## src/rtl/i2s_frame_serializer_if.sv

```systemverilog
// Frame handshake between the effect chain and the I2S output serializer.
interface i2s_frame_serializer_if #(
    parameter int DATA_W = 24
);
    logic [DATA_W-1:0] left;
    logic [DATA_W-1:0] right;
    logic              fvalid;
    logic              fready;

    modport master (output left, output right, output fvalid, input fready);
    modport slave  (input left, input right, input fvalid, output fready);
endinterface

```

## src/rtl/i2s_frame_serializer.sv

```systemverilog
// I2S transmit stage: one-frame holding buffer feeding an MSB-first shifter
// timed by mclk-sampled sclk/lrclk; silence and a pulse on missing frames.
module i2s_frame_serializer #(
    parameter int DATA_W = 24
) (
    input  logic                  mclk,
    input  logic                  rst,
    input  logic                  sclk,
    input  logic                  lrclk,
    i2s_frame_serializer_if.slave frame,
    output logic                  sdout,
    output logic                  underrun,
    output logic                  slot_err
);
    localparam int               CNT_W    = $clog2(DATA_W + 1);
    localparam logic [CNT_W-1:0] CNT_FULL = CNT_W'(DATA_W);

    logic              sclk_d_q, sclk_d_d;
    logic              lr_prev_q, lr_prev_d;
    logic              armed_q, armed_d;
    logic              hold_v_q, hold_v_d;
    logic [DATA_W-1:0] hold_l_q, hold_l_d;
    logic [DATA_W-1:0] hold_r_q, hold_r_d;
    logic [DATA_W-1:0] shift_q, shift_d;
    logic [DATA_W-1:0] rbuf_q, rbuf_d;
    logic [CNT_W-1:0]  bit_cnt_q, bit_cnt_d;
    logic              sdout_q, sdout_d;
    logic              underrun_q, underrun_d;
    logic              slot_err_q, slot_err_d;

    logic sfall_s, bnd_s, left_bnd_s, accept_s;

    // Next-state logic: edge detect, slot boundaries, shifting and the holding buffer.
    always_comb begin
        sfall_s    = sclk_d_q & ~sclk;
        bnd_s      = sfall_s & (lrclk != lr_prev_q);
        left_bnd_s = bnd_s & ~lrclk;
        accept_s   = frame.fvalid & ~hold_v_q;

        sclk_d_d   = sclk;
        lr_prev_d  = lr_prev_q;
        armed_d    = armed_q;
        hold_v_d   = hold_v_q;
        hold_l_d   = hold_l_q;
        hold_r_d   = hold_r_q;
        shift_d    = shift_q;
        rbuf_d     = rbuf_q;
        bit_cnt_d  = bit_cnt_q;
        sdout_d    = sdout_q;
        underrun_d = 1'b0;
        slot_err_d = 1'b0;

        if (sfall_s) begin
            lr_prev_d = lrclk;
        end else begin
            lr_prev_d = lr_prev_q;
        end

        // The boundary bit itself is the zero padding that yields the one-bit I2S delay.
        if (bnd_s) begin
            sdout_d    = 1'b0;
            bit_cnt_d  = {CNT_W{1'b0}};
            slot_err_d = armed_q & (bit_cnt_q < CNT_FULL);
            if (left_bnd_s) begin
                armed_d = 1'b1;
                if (hold_v_q) begin
                    shift_d  = hold_l_q;
                    rbuf_d   = hold_r_q;
                    hold_v_d = 1'b0;
                end else begin
                    shift_d    = {DATA_W{1'b0}};
                    rbuf_d     = {DATA_W{1'b0}};
                    underrun_d = armed_q;
                end
            end else if (armed_q) begin
                shift_d = rbuf_q;
            end else begin
                shift_d = shift_q;
            end
        end else if (sfall_s && armed_q) begin
            sdout_d = shift_q[DATA_W-1];
            shift_d = {shift_q[DATA_W-2:0], 1'b0};
            if (bit_cnt_q != CNT_FULL) begin
                bit_cnt_d = bit_cnt_q + CNT_W'(1);
            end else begin
                bit_cnt_d = bit_cnt_q;
            end
        end else begin
            sdout_d = sdout_q;
        end

        // A same-cycle left boundary already saw hold_v low, so the new frame waits a frame.
        if (accept_s) begin
            hold_v_d = 1'b1;
            hold_l_d = frame.left;
            hold_r_d = frame.right;
        end else begin
            hold_l_d = hold_l_q;
            hold_r_d = hold_r_q;
        end
    end

    // State and output registers.
    always_ff @(posedge mclk or posedge rst) begin
        if (rst) begin
            sclk_d_q   <= 1'b0;
            lr_prev_q  <= 1'b0;
            armed_q    <= 1'b0;
            hold_v_q   <= 1'b0;
            hold_l_q   <= {DATA_W{1'b0}};
            hold_r_q   <= {DATA_W{1'b0}};
            shift_q    <= {DATA_W{1'b0}};
            rbuf_q     <= {DATA_W{1'b0}};
            bit_cnt_q  <= {CNT_W{1'b0}};
            sdout_q    <= 1'b0;
            underrun_q <= 1'b0;
            slot_err_q <= 1'b0;
        end else begin
            sclk_d_q   <= sclk_d_d;
            lr_prev_q  <= lr_prev_d;
            armed_q    <= armed_d;
            hold_v_q   <= hold_v_d;
            hold_l_q   <= hold_l_d;
            hold_r_q   <= hold_r_d;
            shift_q    <= shift_d;
            rbuf_q     <= rbuf_d;
            bit_cnt_q  <= bit_cnt_d;
            sdout_q    <= sdout_d;
            underrun_q <= underrun_d;
            slot_err_q <= slot_err_d;
        end
    end

    assign frame.fready = ~hold_v_q;
    assign sdout        = sdout_q;
    assign underrun     = underrun_q;
    assign slot_err     = slot_err_q;
endmodule

```

## src/flat_wrapper.sv

```systemverilog
// flat-port wrapper written by rule: the top's interface ports become plain ports
module i2s_frame_serializer_flat 
#(
    parameter int DATA_W = 24
)
  (mclk, rst, sclk, lrclk, sdout, underrun, slot_err, frame_left, frame_right, frame_fvalid, frame_fready);
  i2s_frame_serializer_if #(.DATA_W(DATA_W)) frame_i ();
  input  logic mclk;
  input  logic rst;
  input  logic sclk;
  input  logic lrclk;
  output logic sdout;
  output logic underrun;
  output logic slot_err;
  input wire logic [$bits(frame_i.left)-1:0] frame_left;
  input wire logic [$bits(frame_i.right)-1:0] frame_right;
  input wire logic [$bits(frame_i.fvalid)-1:0] frame_fvalid;
  output wire logic [$bits(frame_i.fready)-1:0] frame_fready;
  assign frame_i.left = frame_left;
  assign frame_i.right = frame_right;
  assign frame_i.fvalid = frame_fvalid;
  assign frame_fready = frame_i.fready;
  i2s_frame_serializer #(.DATA_W(DATA_W)) u_core (.mclk(mclk), .rst(rst), .sclk(sclk), .lrclk(lrclk), .frame(frame_i), .sdout(sdout), .underrun(underrun), .slot_err(slot_err));
endmodule
```

## config.mk

```make
export PLATFORM = sky130hd
export DESIGN_NAME = i2s_frame_serializer_flat
export DESIGN_NICKNAME = d
export VERILOG_FILES = /design/src/rtl/i2s_frame_serializer_if.sv /design/src/rtl/i2s_frame_serializer.sv /design/src/flat_wrapper.sv
export SDC_FILE = /design/constraint.sdc
export NUM_CORES = 1
export LEC_CHECK = 0
export ABC_AREA = 1
export BUFFER_PORTS_ARGS = -buffer_cell sky130_fd_sc_hd__buf_2
export CAP_MARGIN = 40
export CORE_ASPECT_RATIO = 2
export CORE_MARGIN = 3
export CORE_UTILIZATION = 45
export CTS_BUF_LIST = sky130_fd_sc_hd__clkbuf_16
export CTS_CLUSTER_DIAMETER = 30
export CTS_CLUSTER_SIZE = 28
export DETAILED_ROUTE_END_ITERATION = 6
export GPL_TIMING_DRIVEN = 0
export PLACE_DENSITY = 0.62
export SLEW_MARGIN = 20
export SYNTH_ARGS = -nofsm -noshare
export SYNTH_HDL_FRONTEND = slang
export SYNTH_SLANG_ARGS = --single-unit
```

## constraint.sdc

```tcl
create_clock -name mclk -period 4.4 [get_ports mclk]
set_input_delay 0.88 -clock mclk [delete_from_list [all_inputs] [get_ports mclk]]
set_output_delay 0.88 -clock mclk [all_outputs]
set_load 0.1 [all_outputs]
```

Word level (Yosys, flattened, before mapping)
Index checks and enable logic that the tools add are counted.
{"block": "op_classes", "mux": 18, "magnitude_cmp": 1, "div_mod_pow": 0, "reduce_logical": 9, "shift": 0, "mul": 0, "n_addsub": 1, "eq_ne": 3, "bitwise_logic": 8}
{"op": "24-bit two-way mux", "n": 6}
{"op": "5-bit two-way mux", "n": 3}
{"op": "1-bit two-way mux", "n": 9}
{"op": "2-bit AND reduction", "n": 4}
{"op": "2-bit nonzero test", "n": 4}
{"op": "5-bit by 1-bit adder with 5-bit output, second input constant", "n": 1}
{"op": "1-bit bitwise AND", "n": 5}
{"op": "5-bit < comparator, second input constant", "n": 1}
{"op": "5-bit inequality test, second input constant", "n": 1}
{"op": "3-bit by 2-bit inequality test with 1-bit output, second input constant", "n": 1}
{"op": "1-bit inverter", "n": 3}
{"op": "1-bit logical AND", "n": 1}
{"op": "1-bit inequality test", "n": 1}
{"block": "word_totals", "reg_bits": 108, "n_memories": 0, "mem_bits_ro": 0, "ram_bits": 0, "word_cells": 52, "latch_bits": 0}

Depth between registers and ports, before layout
Gate-level depths: netlist of the first run.
{"block": "depth", "ltp_word": 7, "mapped_depth": 9}

Least setup slack after synthesis of the first run
OpenSTA, ideal clock, no wires.
{"block": "synth_path", "path_kind": "flip-flop to output port", "from": "reg u_core.sdout_q, in the netlist u_core.sdout", "to": "out sdout", "stages_incl_launch_ff": 1, "n_path_buf": 0, "t_arrival_ps": 898, "path_slack_ps": 2622, "path_cell_list": "dfrtp_1"}
{"element": "start: declaration", "line": "i2s_frame_serializer.sv:27", "source": "logic sdout_q, sdout_d;"}
{"element": "start signal: assignment", "line": "i2s_frame_serializer.sv:128", "source": "sdout_q <= sdout_d;"}
{"element": "end: declaration", "line": "flat_wrapper.sv:12", "source": "output logic sdout;"}
No word-level cell between the ends.

Worst setup path in the final report of the first run
{"block": "layout_path", "from": "reg u_core.hold_v_q", "to": "out frame_fready"}
{"block": "layout_between", "elab_chain_len": 1}
{"element": "start: declaration", "line": "i2s_frame_serializer.sv:21", "source": "logic hold_v_q, hold_v_d;"}
{"element": "start signal: assignment", "line": "i2s_frame_serializer.sv:122", "source": "hold_v_q <= hold_v_d;"}
{"element": "1-bit inverter", "line": "i2s_frame_serializer.sv:134", "source": "assign frame.fready = ~hold_v_q;"}
{"element": "end: declaration", "line": "flat_wrapper.sv:18", "source": "output wire logic [$bits(frame_i.fready)-1:0] frame_fready;"}
No other way between the ends.

==> results.yml, run 1 <==
status:
  status: "finished, final reports clean"
final_layout:
  diodes: 0
  layoutNonFillerInstCount: 734
  drive_above_1_share_pct: 24.6
  fill_cells: 996
  multi_input_area_um2: 1920
  final_area_um2: 5690
  nets: 647
  final_util_pct: 53.6
  seqCellArea_um2: 2700
  synthToLayoutAreaGrowth_pct: 15.4
sta:
  fin_skew_ns: 0.00613
  period_needed_ns: 2.25
  fin_ws_ns: 2.15
  slew_violations: 0
  finalSetupViolations: 0
  relSlewSlack_pct: 65.4
  worstMarginPinSlew_ns: 0.518
  final_hold_viol_count: 0
  fmax_mhz: 444
  period_share_pct: 51.2
  rsz0062_at_grt: "no"
placed_design:
  io_buffers: 56
  dp.cells: 718
  gp_congestion: 0.780
  dpl_cell_area_um2: 5410
  hpwl_um: 7540
  dp_slack_ns: 2.25
grt:
  grt_start_max_net_pins: 76
  grt-ovfl-total: 0
  grt_pass1_vias: 3658
  grt_usage_pct: 17.7
  grt_antenna_before_repair: 0
  grt_pass1_wl_um: 17200
logic_synthesis:
  synth_area_um2: 4930
  yosysWarnings: 0
  syn_inst: 524
  syn_area_per_cell_um2: 9.41
  syn_nets: 579
  yosys.cell_types.count: 28
  synth_seq_area_share_pct: 54.8
  synth-seq-cells: 108
clock_network:
  path_clk_slew_ns: 0.07
  cts.repair.resized: 0
  htreeDepth: 3
  cts_setup_buffers: 0
  ctsHoldBuffers: 0
  cts_buffers: 9
  cts_buffer_depth: 2
  clk_latency_ns: 0.34
  cts.sinks: 108
  tritoncts: "yes"
  clk_root_buffer_cell: "clkbuf_16"
setup_path:
  start_kind: "flop"
  critPathRequiredTime_ns: 3.52
  cp_max_fo: 8
  end_kind: "primary output"
  worstSetupPathType: "reg2out"
  worstPathArrival_ns: 1.37
floorplan:
  ios: 57
  die_width_um: 80
  dieHeight_um: 154
  dieArea_um2: 12300
  core_um2: 10600
  fp-row-count: 53
  start_util_pct: 46.5
detailed_routing:
  wirelength_um: 9890
  vias: 3514
  drtPass1Iterations: 5
  wl_per_cell_um: 13.5
  drtIter0Drc: 192
  ant_nets: 0
  drc: 0
  via_per_inst: 4.79
worst_hold_path:
  hold_class: "reg2reg"
power:
  peakVddDrop_v: 0.000372
  p_per_area_nw_per_um2: 583
  p_leak_nw: 3.02
  p_total_mw: 3.32
job:
  cap_violations: 0
cells by family after synthesis:
group                      Yosys count  synth area share (%)
muxes                               48                  11.0
DFF                                108                  54.8
AOI/OAI and AO/OA                    7                 0.762
and+or+nand+nor                    295                  26.2
adders and majority gates            2                 0.508
xor gates and xnor gates             3                 0.533
buffers and inverters               61                  6.17
metrics by stage:
stage                     TNS [ns]  hold slack [ns]
after floorplan                  0            0.436
after global placement      -60.15            0.447
after detailed placement         0            0.453
after CTS                        0            0.470
after global routing             0            0.498
final                            0            0.470
critical path, cell delays in order (launching register included):
cell,delay [ns]
dfrtp_1,0.36
buf_4,0.16
clkinv_2,0.08
buf_2,0.43
final cells by class:
| type | instances | area share [%] |
|---|---|---|
| sequential | 108 | 47.5 |
| multi-input combinational | 355 | 33.8 |
| timing repair buffer | 57 | 5.41 |
| clock buffer | 9 | 3.96 |
| tap | 137 | 3.01 |
| buffer | 25 | 2.95 |
| inverter | 36 | 2.49 |
| clock inverter | 7 | 0.880 |
where the power goes:
group          internal [mW]  switching (mW)  total, mW
registers               1.42           0.210       1.63
clock network          0.387           0.362      0.749
logic                  0.450           0.494      0.943
total                   2.25            1.07       3.32
synthesized netlist by cell type:
| library cell | n | area, um^2 |
|---|---|---|
| a211oi_1 | 1 | 7.51 |
| buf_1 | 3 | 11.3 |
| buf_2 | 8 | 40.0 |
| buf_4 | 5 | 37.5 |
| buf_6 | 6 | 67.6 |
| clkbuf_1 | 3 | 11.3 |
| clkinv_1 | 1 | 3.75 |
| clkinv_2 | 1 | 5.00 |
| dfrtp_1 | 108 | 2700 |
| ha_1 | 2 | 25.0 |
| inv_1 | 30 | 113 |
| inv_2 | 4 | 15.0 |
| mux2_1 | 6 | 67.6 |
| mux2_2 | 42 | 473 |
| nand2_1 | 228 | 856 |
| nand2_2 | 3 | 18.8 |
| nand2_4 | 1 | 11.3 |
| nand3_1 | 28 | 140 |
| nand3_4 | 1 | 17.5 |
| nand3b_1 | 23 | 173 |
| nand4_1 | 1 | 6.26 |
| nor2_1 | 6 | 22.5 |
| nor2_4 | 2 | 22.5 |
| nor2_8 | 1 | 20.0 |
| nor3_1 | 1 | 5.00 |
| o21ai_0 | 4 | 20.0 |
| o21ai_1 | 2 | 10.0 |
| xor2_1 | 3 | 26.3 |
sequential cells by signal, summed over array words and instances, names as in the netlist:
register	flops
u_core.sclk_d_q	1
u_core.shift_q	24
u_core.hold_l_q	24
u_core.slot_err	1
u_core.sdout	1
u_core.armed_q	1
u_core.hold_v_q	1
u_core.underrun	1
u_core.lr_prev_q	1
u_core.rbuf_q	24
u_core.bit_cnt_q	5
u_core.hold_r_q	24
layer usage:
metal	up-vias	track usage, %	wire (um)
li1	1781	-	-
met2	45	31.4	5370
met3	12	2.40	227
met1	1676	21.8	4150
met4	0	5.40	144
met5	-	0	0
placed cells by master, fill, tap and decap left out:
cell type and n:
nor3_1 1, inv_2 4, clkbuf_1 3, nand2_4 1, nand2_1 228, ha_1 2
buf_1 3, o21ai_1 2, mux2_2 42, nand3_4 1, buf_2 64, nor2_8 1
clkinv_2 2, inv_6 4, nand3_1 28, buf_4 5, dfrtp_1 108, o21ai_0 4
xor2_1 3, nand3b_1 23, clkinv_1 1, a211oi_1 1, inv_1 30, buf_6 6
nand2_2 3, clkinvlp_4 2, clkbuf_16 9, nor2_4 2, buf_16 1, nand4_1 1
nor2_1 6, mux2_1 6
final timing paths:
check | start | end | slack, ns | cells past startpoint
max | u_core.hold_v_q | frame_fready | 2.15 | 3
min | u_core.hold_r_q[5] | u_core.rbuf_q[5] | 0.47 | 2
max reg2reg | u_core.sclk_d_q | u_core.shift_q[10] | 2.92 | 8
min reg2reg | u_core.hold_r_q[5] | u_core.rbuf_q[5] | 0.47 | 2
max in group asynchronous | rst | u_core.shift_q[15] | 3.21 | 3
min in group asynchronous | rst | u_core.hold_l_q[21] | 0.52 | 2
Note: power is estimated with default switching activity, not from simulation.
==> run 2, diff against run 1 <==
Clock period 4.4 ns to 2.1 ns, I/O delays scaled along.
==> results.yml, run 2 (synthesized netlist as in run 1, its figures left out) <==
setup_path:
  worstSetupStartpoint: "u_core.hold_v_q"
  critical-path-max-stage-delay_ns: 0.43
  cp_slowest_cell: "buf_2"
  reg2regPathDepth: 8
  end_kind: "primary output"
  r2r_slack_ns: 0.63
  crit_chain: "buf_4, clkinv_2, buf_2"
  critPathRequiredTime_ns: 1.68
  worstSetupPathType: "reg2out"
  start_kind: "flop"
  worstPathArrival_ns: 1.38
  cp_max_fo: 8
  r2r-start: "u_core.sclk_d_q"
placed_design:
  dp.cells: 720
  hpwl_um: 7540
  gp_congestion: 0.787
  io_buffers: 56
  dpl_cell_area_um2: 5440
clock_network:
  tritoncts: "yes"
  cts.sinks: 108
  clk_root_buffer_cell: "clkbuf_16"
  path_clk_slew_ns: 0.07
  htreeDepth: 3
  cts_buffers: 9
  ctsHoldBuffers: 0
  cts_setup_buffers: 0
  clk_latency_ns: 0.34
  cts_buffer_depth: 2
  cts.repair.resized: 0
sta:
  period_share_pct: 85.8
  final_hold_viol_count: 0
  fin_skew_ns: 0.00585
  period_needed_ns: 1.80
  finalSetupViolations: 0
  worstMarginPinSlew_ns: 0.528
  slew_violations: 0
  rsz0062_at_grt: "no"
  relSlewSlack_pct: 64.8
  fmax_mhz: 555
detailed_routing:
  via_per_inst: 4.79
  drc: 0
  drtIter0Drc: 190
  wl_per_cell_um: 13.6
  drtPass1Iterations: 5
  vias: 3526
  wirelength_um: 9990
  ant_nets: 0
final_layout:
  fill_cells: 1024
  drive_above_1_share_pct: 24.9
  final_area_um2: 5730
  seqCellArea_um2: 2700
  synthToLayoutAreaGrowth_pct: 16.2
  layoutNonFillerInstCount: 736
  final_cell_mix: "228 x nand2_1, 108 x dfrtp_1, 64 x buf_2"
  final_util_pct: 54.0
  final_common_cell: "nand2_1"
  diodes: 0
  nets: 649
  multi_input_area_um2: 1920
grt:
  grt_antenna_before_repair: 0
  busiest_layer: "met2"
  use_met3_pct: 2.87
  grt_pass1_vias: 3585
  grt-ovfl-total: 0
  grt_pass1_wl_um: 17200
  grt.met1_usage_pct: 22.7
  grtUsageMet2_pct: 30.7
  grt_start_max_net_pins: 36
  grt_usage_pct: 17.8
floorplan:
  dieArea_um2: 12300
  fp-row-count: 53
  ios: 57
  dieHeight_um: 154
  die_width_um: 80
  core_um2: 10600
  start_util_pct: 46.5
job:
  cap_violations: 0
worst_hold_path:
  hold_class: "in2async"
power:
  p_per_area_nw_per_um2: 1230
  peakVddDrop_v: 0.000889
  p_leak_nw: 3.03
status:
  status: "finished, final reports clean"
[run 2: area by class of cell]
cell class | count | area share, %
flip-flops and latches | 108 | 47.2
multi-input cells | 355 | 33.6
repair buffers | 59 | 5.94
clock buffers | 9 | 3.93
well taps | 137 | 2.99
plain buffers | 25 | 2.93
inverters | 36 | 2.45
clock inverters | 7 | 0.983
[run 2: worst paths after layout]
| path | endpoint |
|---|---|
| worst max-delay path | frame_fready |
| worst min-delay path | u_core.shift_q[4] |
| worst max register to register | u_core.shift_q[10] |
| worst min register to register | u_core.rbuf_q[4] |
| max in group asynchronous | u_core.rbuf_q[15] |
| min in group mclk | u_core.sclk_d_q |
[run 2: layer usage]
layer,up-vias,wire length [um]
li1,1801,-
met1,1672,4270
met2,45,5380
met3,8,217
met4,0,115
met5,-,0
[run 2: stage by stage]
step	total power, mW	setup TNS [ns]	setup WS (ns)	hold WS (ns)
2_1_floorplan	4.90	0	0.372	0.436
3_3_place_gp	5.35	-34.78	-0.334	0.448
3_5_place_dp	5.45	0	0.412	0.455
4_1_cts	7.08	0	0.290	0.0982
5_1_grt	7.50	0	0.262	0.118
6_report	7.02	0	0.298	0.0873
[run 2: critical path, delay by kind of cell, from the launching register on]
kind	cells	cell delay (ns)
flip-flops	1	0.36
buffers and inverters	3	0.68
[run 2: power by group]
part	internal (mW)	leakage (nW)	total, mW	switching (mW)
registers	2.96	1.33	3.41	0.441
logic	0.947	1.57	1.98	1.03
clock network	0.823	0.132	1.63	0.809
total	4.73	3.03	7.02	2.28
==> run 3, diff against run 2 <==
Settings changed: CORE_UTILIZATION 45 to 58, PLACE_DENSITY 0.62 to 0.77.
==> results.yml, run 3 (synthesized netlist as in run 1, its figures left out) <==
status:
  status: "finished, final reports clean"
setup_path:
  start_kind: "flop"
  worstSetupPathType: "reg2out"
  critPathRequiredTime_ns: 1.68
  worstPathArrival_ns: 1.39
  cp_max_fo: 8
  end_kind: "primary output"
final_layout:
  final_util_pct: 69.1
  final_area_um2: 5730
  diodes: 0
  synthToLayoutAreaGrowth_pct: 16.3
  final_cell_mix: "228 x nand2_1, 108 x dfrtp_1, 64 x buf_2"
  drive_above_1_share_pct: 25.1
  nets: 651
  final_common_cell: "nand2_1"
placed_design:
  hpwl_um: 7240
  io_buffers: 56
  dpl_cell_area_um2: 5430
  gp_congestion: 0.834
grt:
  grt_start_max_net_pins: 32
  grt_pass1_wl_um: 16100
  grt-ovfl-total: 0
  grt_pass1_vias: 3626
  grt_antenna_before_repair: 0
  grt_usage_pct: 21.2
power:
  power_frac_comb_pct: 28.4
  p_total_mw: 7.04
  power_switching_mw: 2.28
  p_leak_nw: 3.06
  p_per_area_nw_per_um2: 1230
  p_int_mw: 4.75
  switching_share_pct: 32.4
  peakVddDrop_v: 0.00104
  seqPwrFrac_pct: 48.4
  p_clk_share_pct: 23.2
detailed_routing:
  drtPass1Iterations: 4
  drtIter0Drc: 205
  ant_nets: 0
  wirelength_um: 9470
  drc: 0
  wl_per_cell_um: 13.5
  vias: 3540
  via_per_inst: 5.06
floorplan:
  ios: 57
  dieArea_um2: 9710
  start_util_pct: 59.4
  fp-row-count: 47
  dieHeight_um: 136
  die_width_um: 71.2
  core_um2: 8290
sta:
  fmax_mhz: 552
  period_share_pct: 86.3
  holdWs_ns: 0.260
  finalSetupViolations: 0
  relSlewSlack_pct: 67.2
  period_needed_ns: 1.81
  slew_violations: 0
  rsz0062_at_grt: "no"
  fin_skew_ns: 0.00803
  worstMarginPinSlew_ns: 0.492
  final_hold_viol_count: 0
clock_network:
  clk_root_buffer_cell: "clkbuf_16"
  cts_setup_buffers: 0
  cts.sinks: 108
  cts_buffer_depth: 2
  clk_latency_ns: 0.36
  path_clk_slew_ns: 0.07
  tritoncts: "yes"
  htreeDepth: 3
  ctsHoldBuffers: 1
  cts_buffers: 9
  cts.repair.resized: 0
worst_hold_path:
  hold_class: "in2reg"
job:
  cap_violations: 0
## run 3: cell count changes in the layout (fill, tap and decap cells not counted), sizes merged
cell	before	now
clkinv	3	5
clkinvlp	3	1
buf	81	82
dlygate4sd3	0	1
## run 3: cell type report
class / count / area, um^2
fillers: 621 / 2560
flip-flops and latches: 108 / 2700
multi-input cells: 355 / 1920
repair buffers: 61 / 385
clock buffers: 9 / 225
clock inverters: 7 / 65.1
inverters: 36 / 140
plain buffers: 25 / 168
well taps: 98 / 123
## run 3: worst paths after layout
| check | from | end | slack, ns | depth (start not counted) |
|---|---|---|---|---|
| setup reg to reg | u_core.lr_prev_q | u_core.shift_q[11] | 0.61 | 9 |
| hold reg to reg | u_core.hold_r_q[7] | u_core.rbuf_q[7] | 0.47 | 2 |
| setup / recovery | u_core.hold_v_q | frame_fready | 0.29 | 3 |
| hold / removal | sclk | u_core.sclk_d_q | 0.26 | 1 |
| min in group asynchronous | rst | u_core.shift_q[22] | 0.55 | 3 |
| max in group asynchronous | rst | u_core.hold_l_q[19] | 0.95 | 5 |
## run 3: per-stage QoR
stage	TNS [ns]	worst slack, ns	cells
after floorplan	0	0.372	524
after CTS	0	0.281	699
final	0	0.288	699
after detailed placement	0	0.439	682
after global placement	-27.27	-0.258	678
after global routing	0	0.246	699
## run 3: critical path, cell delays in order, from the launching register on
cell	delay, ns
dfrtp_1	0.36
buf_4	0.16
clkinv_2	0.08
buf_2	0.43
## run 3: metal layers
metal / global-route usage, % / wire [um]
met3: 3.85 / 305
met2: 37.2 / 5080
met5: 0 / 0
met4: 9.41 / 241
met1: 25.0 / 3840
## run 3: power by group through the flow
stage	logic, mW	clock network [mW]	registers (mW)
2_1_floorplan	1.57	0	3.34
3_3_place_gp	1.90	0	3.41
3_5_place_dp	2.00	0	3.44
4_1_cts	2.02	1.66	3.41
5_1_grt	2.27	1.74	3.51
6_report	2.00	1.63	3.41
